[config.mk]
export PLATFORM = sky130hd
export DESIGN_NAME = fmul_issue_ctrl
export DESIGN_NICKNAME = d
export VERILOG_FILES = /design/src/rtl/fmul_pkg.sv /design/src/rtl/prod_fifo.sv /design/src/rtl/fmul_issue_ctrl.sv
export SDC_FILE = /design/constraint.sdc
export NUM_CORES = 1
export LEC_CHECK = 0
export CAP_MARGIN = 10
export CORE_UTILIZATION = 30
export CTS_CLUSTER_DIAMETER = 50
export DETAILED_ROUTE_END_ITERATION = 8
export DONT_BUFFER_PORTS = 1
export GPL_ROUTABILITY_DRIVEN = 0
export PLACE_DENSITY = 0.44
export RECOVER_POWER = 50
export SLEW_MARGIN = 15
export SYNTH_ARGS = -nofsm -noshare
export SYNTH_HDL_FRONTEND = slang
export SYNTH_HIERARCHICAL = 1
export SYNTH_SLANG_ARGS = --single-unit
[constraint.sdc]
create_clock -name clk -period 23.8 [get_ports clk]
set_input_delay 3.57 -clock clk [delete_from_list [all_inputs] [get_ports clk]]
set_output_delay 3.57 -clock clk [all_outputs]
set_load 0.005 [all_outputs]
[src/rtl/fmul_pkg.sv]
// fmul_pkg: shared types for the FP32 multiplier issue/collect stage.
//   state_t : controller states (IDLE, ISSUE, DRAIN)
//   tag_t   : per-slot tag carried alongside the multiplier pipeline
package fmul_pkg;

  typedef enum logic [1:0] {
    IDLE  = 2'd0,
    ISSUE = 2'd1,
    DRAIN = 2'd2
  } state_t;

  typedef struct packed {
    logic valid;
    logic last;
  } tag_t;

endpackage

[src/rtl/prod_fifo.sv]
// prod_fifo: synchronous FIFO holding multiplier products plus their
// last flag. The head entry is read from registered storage, so data
// written on one edge becomes visible at the head after that edge.
// Ports:
//   clk, reset (async, active-high)
//   push, push_data : write one entry (ignored when full)
//   pop             : remove the head entry (ignored when empty)
//   head, valid     : current head entry and its valid flag
//   count           : number of stored entries (0..DEPTH)
module prod_fifo #(
  parameter int DEPTH = 8,
  parameter int W     = 33
) (
  input  logic                     clk,
  input  logic                     reset,
  input  logic                     push,
  input  logic [W-1:0]             push_data,
  input  logic                     pop,
  output logic [W-1:0]             head,
  output logic                     valid,
  output logic [$clog2(DEPTH):0]   count
);

  localparam int PTR_W = $clog2(DEPTH);

  logic [W-1:0]     mem [DEPTH];
  logic [PTR_W-1:0] wr_ptr;
  logic [PTR_W-1:0] rd_ptr;
  logic             do_push;
  logic             do_pop;

  assign valid   = (count != '0);
  assign do_pop  = pop & valid;
  assign do_push = push & (count != (PTR_W+1)'(DEPTH));
  assign head    = mem[rd_ptr];

  // Storage, pointers and occupancy; storage is cleared so the head reads 0 after reset.
  always_ff @(posedge clk or posedge reset) begin
    if (reset) begin
      for (int i = 0; i < DEPTH; i++) begin
        mem[i] <= '0;
      end
      wr_ptr <= '0;
      rd_ptr <= '0;
      count  <= '0;
    end else begin
      if (do_push) begin
        mem[wr_ptr] <= push_data;
        wr_ptr      <= wr_ptr + PTR_W'(1);
      end
      if (do_pop) begin
        rd_ptr <= rd_ptr + PTR_W'(1);
      end
      case ({do_push, do_pop})
        2'b10:   count <= count + (PTR_W+1)'(1);
        2'b01:   count <= count - (PTR_W+1)'(1);
        default: count <= count;
      endcase
    end
  end

endmodule

[src/rtl/fmul_issue_ctrl.sv]
// fmul_issue_ctrl: walks the weight and input RAMs for `len` elements,
// feeds each operand pair to an external FP32 multiplier, tracks the
// multiplier latency with a tag pipe and collects products in a FIFO.
// Issue is credit-limited (in-flight + buffered < FIFO_DEPTH) so no
// product is ever dropped while the consumer stalls.
// Ports:
//   clk, reset (async, active-high)
//   start, len, w_base, x_base : command (sampled only in IDLE)
//   busy, done                 : status; done pulses once per command
//   w_addr, x_addr, rd_en      : RAM read port (1-cycle read latency)
//   w_rdata, x_rdata           : RAM read data
//   mul_clken, mul_a, mul_b    : multiplier enable and operands
//   mul_p                      : multiplier product (MUL_LAT enabled cycles later)
//   prod_valid/data/last/ready : product output handshake
module fmul_issue_ctrl
  import fmul_pkg::*;
#(
  parameter int ADDR_W     = 8,
  parameter int MUL_LAT    = 4,
  parameter int FIFO_DEPTH = 8
) (
  input  logic              clk,
  input  logic              reset,
  input  logic              start,
  input  logic [ADDR_W:0]   len,
  input  logic [ADDR_W-1:0] w_base,
  input  logic [ADDR_W-1:0] x_base,
  output logic              busy,
  output logic              done,
  output logic [ADDR_W-1:0] w_addr,
  output logic [ADDR_W-1:0] x_addr,
  output logic              rd_en,
  input  logic [31:0]       w_rdata,
  input  logic [31:0]       x_rdata,
  output logic              mul_clken,
  output logic [31:0]       mul_a,
  output logic [31:0]       mul_b,
  input  logic [31:0]       mul_p,
  output logic              prod_valid,
  output logic [31:0]       prod_data,
  output logic              prod_last,
  input  logic              prod_ready
);

  localparam int CNT_W = $clog2(FIFO_DEPTH) + 1;

  state_t            state;
  state_t            state_nxt;
  logic [ADDR_W-1:0] w_ptr;
  logic [ADDR_W-1:0] x_ptr;
  logic [ADDR_W:0]   remaining;
  logic [CNT_W-1:0]  in_flight;
  logic [CNT_W-1:0]  fifo_count;
  logic              zero_done;
  tag_t              tag_pipe [MUL_LAT+1];
  logic [32:0]       fifo_head;

  logic accept;
  logic zero_cmd;
  logic credit_ok;
  logic issue;
  logic last_issue;
  logic push;
  logic push_last;

  assign accept     = (state == IDLE) & start & (len != {(ADDR_W+1){1'b0}});
  assign zero_cmd   = (state == IDLE) & start & (len == {(ADDR_W+1){1'b0}});
  // Credits cover both products still in the RAM/multiplier path and those already buffered.
  assign credit_ok  = ({1'b0, in_flight} + {1'b0, fifo_count}) < (CNT_W+1)'(FIFO_DEPTH);
  assign issue      = (state == ISSUE) & credit_ok;
  assign last_issue = issue & (remaining == (ADDR_W+1)'(1));
  // Stage 0 is the RAM read cycle; stages 1..MUL_LAT follow the multiplier.
  assign push       = tag_pipe[MUL_LAT].valid;
  assign push_last  = push & tag_pipe[MUL_LAT].last;

  assign busy       = (state != IDLE);
  assign done       = zero_done | push_last;
  assign rd_en      = issue;
  assign w_addr     = w_ptr;
  assign x_addr     = x_ptr;
  assign mul_clken  = busy;
  assign mul_a      = w_rdata;
  assign mul_b      = x_rdata;
  assign prod_data  = fifo_head[31:0];
  assign prod_last  = fifo_head[32];

  // Next-state selection.
  always_comb begin
    state_nxt = state;
    case (state)
      IDLE:    if (accept) state_nxt = ISSUE; else state_nxt = IDLE;
      ISSUE:   if (last_issue) state_nxt = DRAIN; else state_nxt = ISSUE;
      DRAIN:   if (push_last) state_nxt = IDLE; else state_nxt = DRAIN;
      default: state_nxt = IDLE;
    endcase
  end

  // State register, address/length counters and zero-length completion pulse.
  always_ff @(posedge clk or posedge reset) begin
    if (reset) begin
      state     <= IDLE;
      w_ptr     <= '0;
      x_ptr     <= '0;
      remaining <= '0;
      zero_done <= 1'b0;
    end else begin
      state     <= state_nxt;
      zero_done <= zero_cmd;
      if (accept) begin
        w_ptr     <= w_base;
        x_ptr     <= x_base;
        remaining <= len;
      end else if (issue) begin
        w_ptr     <= w_ptr + ADDR_W'(1);
        x_ptr     <= x_ptr + ADDR_W'(1);
        remaining <= remaining - (ADDR_W+1)'(1);
      end
    end
  end

  // Elements issued but not yet pushed into the FIFO.
  always_ff @(posedge clk or posedge reset) begin
    if (reset) begin
      in_flight <= '0;
    end else begin
      case ({issue, push})
        2'b10:   in_flight <= in_flight + CNT_W'(1);
        2'b01:   in_flight <= in_flight - CNT_W'(1);
        default: in_flight <= in_flight;
      endcase
    end
  end

  // Tag pipe advances in lockstep with the multiplier enable.
  always_ff @(posedge clk or posedge reset) begin
    if (reset) begin
      for (int i = 0; i <= MUL_LAT; i++) begin
        tag_pipe[i] <= '0;
      end
    end else if (busy) begin
      tag_pipe[0].valid <= issue;
      tag_pipe[0].last  <= last_issue;
      for (int i = 1; i <= MUL_LAT; i++) begin
        tag_pipe[i] <= tag_pipe[i-1];
      end
    end
  end

  prod_fifo #(
    .DEPTH (FIFO_DEPTH),
    .W     (33)
  ) u_prod_fifo (
    .clk       (clk),
    .reset     (reset),
    .push      (push),
    .push_data ({push_last, mul_p}),
    .pop       (prod_ready),
    .head      (fifo_head),
    .valid     (prod_valid),
    .count     (fifo_count)
  );

endmodule

==> reports/results.ini <==
[routing]
first_pass_iters = 4
drc = 0
wire_per_inst_um = 21.5
via_per_inst = 4.89
vias = 8200
wirelength_mm = 36.0
drtIter0Drc = 434
antenna_left = 0

[global_route]
antenna_found_initial = 0
gr-total-overflow = 0
grt_pass1_vias = 8921
grt_pass1_wl_mm = 55.8
grt_max_degree = 73
grt_usage = 0.144

[job]
maxCapViolations = 9

[place]
dpl-instance-area_um2 = 15400
dpl.cell_count = 1586
port_buffers = 0
hpwl_mm = 20.6

[setup_path]
reg2reg_slack_ns = 19.41
worstSetupEndpointType = async pin
critPathKind = in -> async
critPathMaxFanout = 72
critPathLaunchType = input pin
cp.required_ns = 24.37
worstPathArrival_ns = 8.11

[layout]
fin_area_um2 = 17100
seq_area_um2 = 7920
layout_common_cells = dfrtp_1 (313), mux2_2 (272), mux4_2 (66)
drive_above_1_share = 0.442
n_fill_cell = 4928
final_cells = 1676
nets = 1106
layout_commonest_cell = dfrtp_1
area_growth_pct = 12.2
multi_input_area_um2 = 6340
antenna_cells = 0

[synth]
synth_fa_ha_area_frac = 0.0137
synth_warnings = 6
synth-edff-count = 0
synthArstFlopShare = 1.00
synth_compound_area_frac = 0.0319
synth_seq_cells = 316
yosysSeqAreaShare = 0.520
syn_area_um2 = 15200
muxShareOfSynthArea = 0.339
synthCells = 1019
postSynthAreaPerCell_um2 = 14.9
synth_top_family_by_area = multiplexers
yosysUniqueCellTypes = 56
synth-simple-area-share = 0.0335
synth-xor-area-share = 0.00691
synth_ff_type = dfrtp_1
syn_nets = 1160

[floorplan]
start_util = 0.304
ios = 243
die_h_um = 227
dieArea_um2 = 51600
die_w_um = 227
coreArea_um2 = 50100
rows = 82

[timing]
fin_tns_setup_ns = 0
fin_crit_ns = 7.54
period_share = 0.317
finClkSkew_ns = 0.0179
hold_ws_ns = 0.479
slew_violations = 312
slew_headroom = -1.13
fmax_mhz = 133
hold_viol = 0
worstMarginPinSlew_ns = 3.18
rsz0062_at_grt = no
finalSetupViolations = 0

[pwr]
powerDensity_nw_per_um2 = 155
p_leak_uw = 0.00697
ir_worst_vdd_v = 0.0000557

[status]
status = finished with violations
violations = max-capacitance violations, max-slew violations

[clocking]
cts-root-buf = clkbuf_16
cts.clk_slew.worst_paths_ns = 0.06
clk_latency_ns = 0.57
cts_tree = built
ctsResizeCount = 0
cts_buffer_depth = 3
cts_made_buffers = 49
holdBufCountCts = 0
cts_max_level = 2
clock_sinks = 316
cts_setup_buffers = 0

[hold_path]
hold_path_class = reg -> reg

==> final cells by class <==
class                      count  area share
clock buffer                  61      0.0793
clock inverter                29      0.0257
inverter                      15     0.00337
multi-input combinational    565       0.372
sequential                   316       0.464
tap                          672      0.0493
timing repair buffer          18     0.00638
==> final timing paths <==
| check | endpoint | startpoint | depth (start not counted) |
|---|---|---|---|
| max in group clk | rd_en | u_prod_fifo/count[2]$_DFFE_PP0P_ | 5 |
| min in group asynchronous | zero_done$_DFF_PP0_ | reset | 1 |
| setup reg to reg | u_prod_fifo/mem[128]$_DFFE_PP0P_ | u_prod_fifo/count[1]$_DFFE_PP0P_ | 6 |
| setup / recovery | u_prod_fifo/mem[89]$_DFFE_PP0P_ | reset | 4 |
| hold reg to reg | tag_pipe[9]$_DFFE_PP0N_ | tag_pipe[9]$_DFFE_PP0N_ | 2 |
| hold / removal | tag_pipe[9]$_DFFE_PP0N_ | tag_pipe[9]$_DFFE_PP0N_ | 2 |
==> worst max-delay path: stages <==
cell and delay [ns]:
clkinvlp_2 1.74, buf_4 0.92, buf_4 0.85, buf_4 0.84
==> power by group <==
| group | total [µW] | switching, µW | leakage (µW) | internal, µW |
|---|---|---|---|---|
| registers | 979 | 175 | 0.00374 | 804 |
| logic | 881 | 364 | 0.00236 | 517 |
| clock network | 775 | 270 | 0.000868 | 505 |
==> registers in the layout, indices dropped and copies added (netlist names) <==
register,flops
in_flight,4
push,1
remaining,9
state,2
tag_pipe,9
u_prod_fifo/count,4
u_prod_fifo/mem,264
u_prod_fifo/rd_ptr,3
u_prod_fifo/wr_ptr,3
w_addr,8
x_addr,8
zero_done,1
==> cells in the mapped netlist (all sizes together) (6+ instances only) <==
library cell	instances	area, µm²
dfrtp	316	7910
mux2	308	3580
buf	93	671
mux4	66	1490
clkbuf	30	113
nand2	20	75.1
a221o	17	170
ha	15	188
inv	14	52.6
a21oi	13	65.1
nor2	13	51.3
o21ai	9	45.0
mux2i	8	80.1
xnor2	8	70.1
nand3	6	30.0
==> logic make-up (layout without fill, tap and decap cells) <==
group	Yosys count	after routing
XOR/XNOR	12	12
buffers and inverters	138	123
AND/OR/NAND/NOR	91	91
adder cells (fa/ha/maj)	16	16
AO/OA/AOI/OAI	64	64
flip-flops	316	316
multiplexers	382	382
==> per-stage QoR <==
step                      worst slack, ns  utilization  total power (µW)
after CTS                           16.66        0.344              2720
after global placement              16.66        0.308              1900
final                               16.26        0.341              2640
after global routing                15.34        0.341              2820
after floorplan                     12.68            -              1700
after detailed placement            16.66        0.308              1920
==> per-layer routing <==
layer / vias to the layer above / global-route usage / routed length [µm]
met3: 62 / 0.0401 / 1730
met1: 4383 / 0.191 / 16400
met4: 0 / 0.0370 / 657
met5: - / 0 / 0
li1: 3615 / - / -
met2: 140 / 0.232 / 17200
Note: power is estimated with default switching activity, not from simulation.
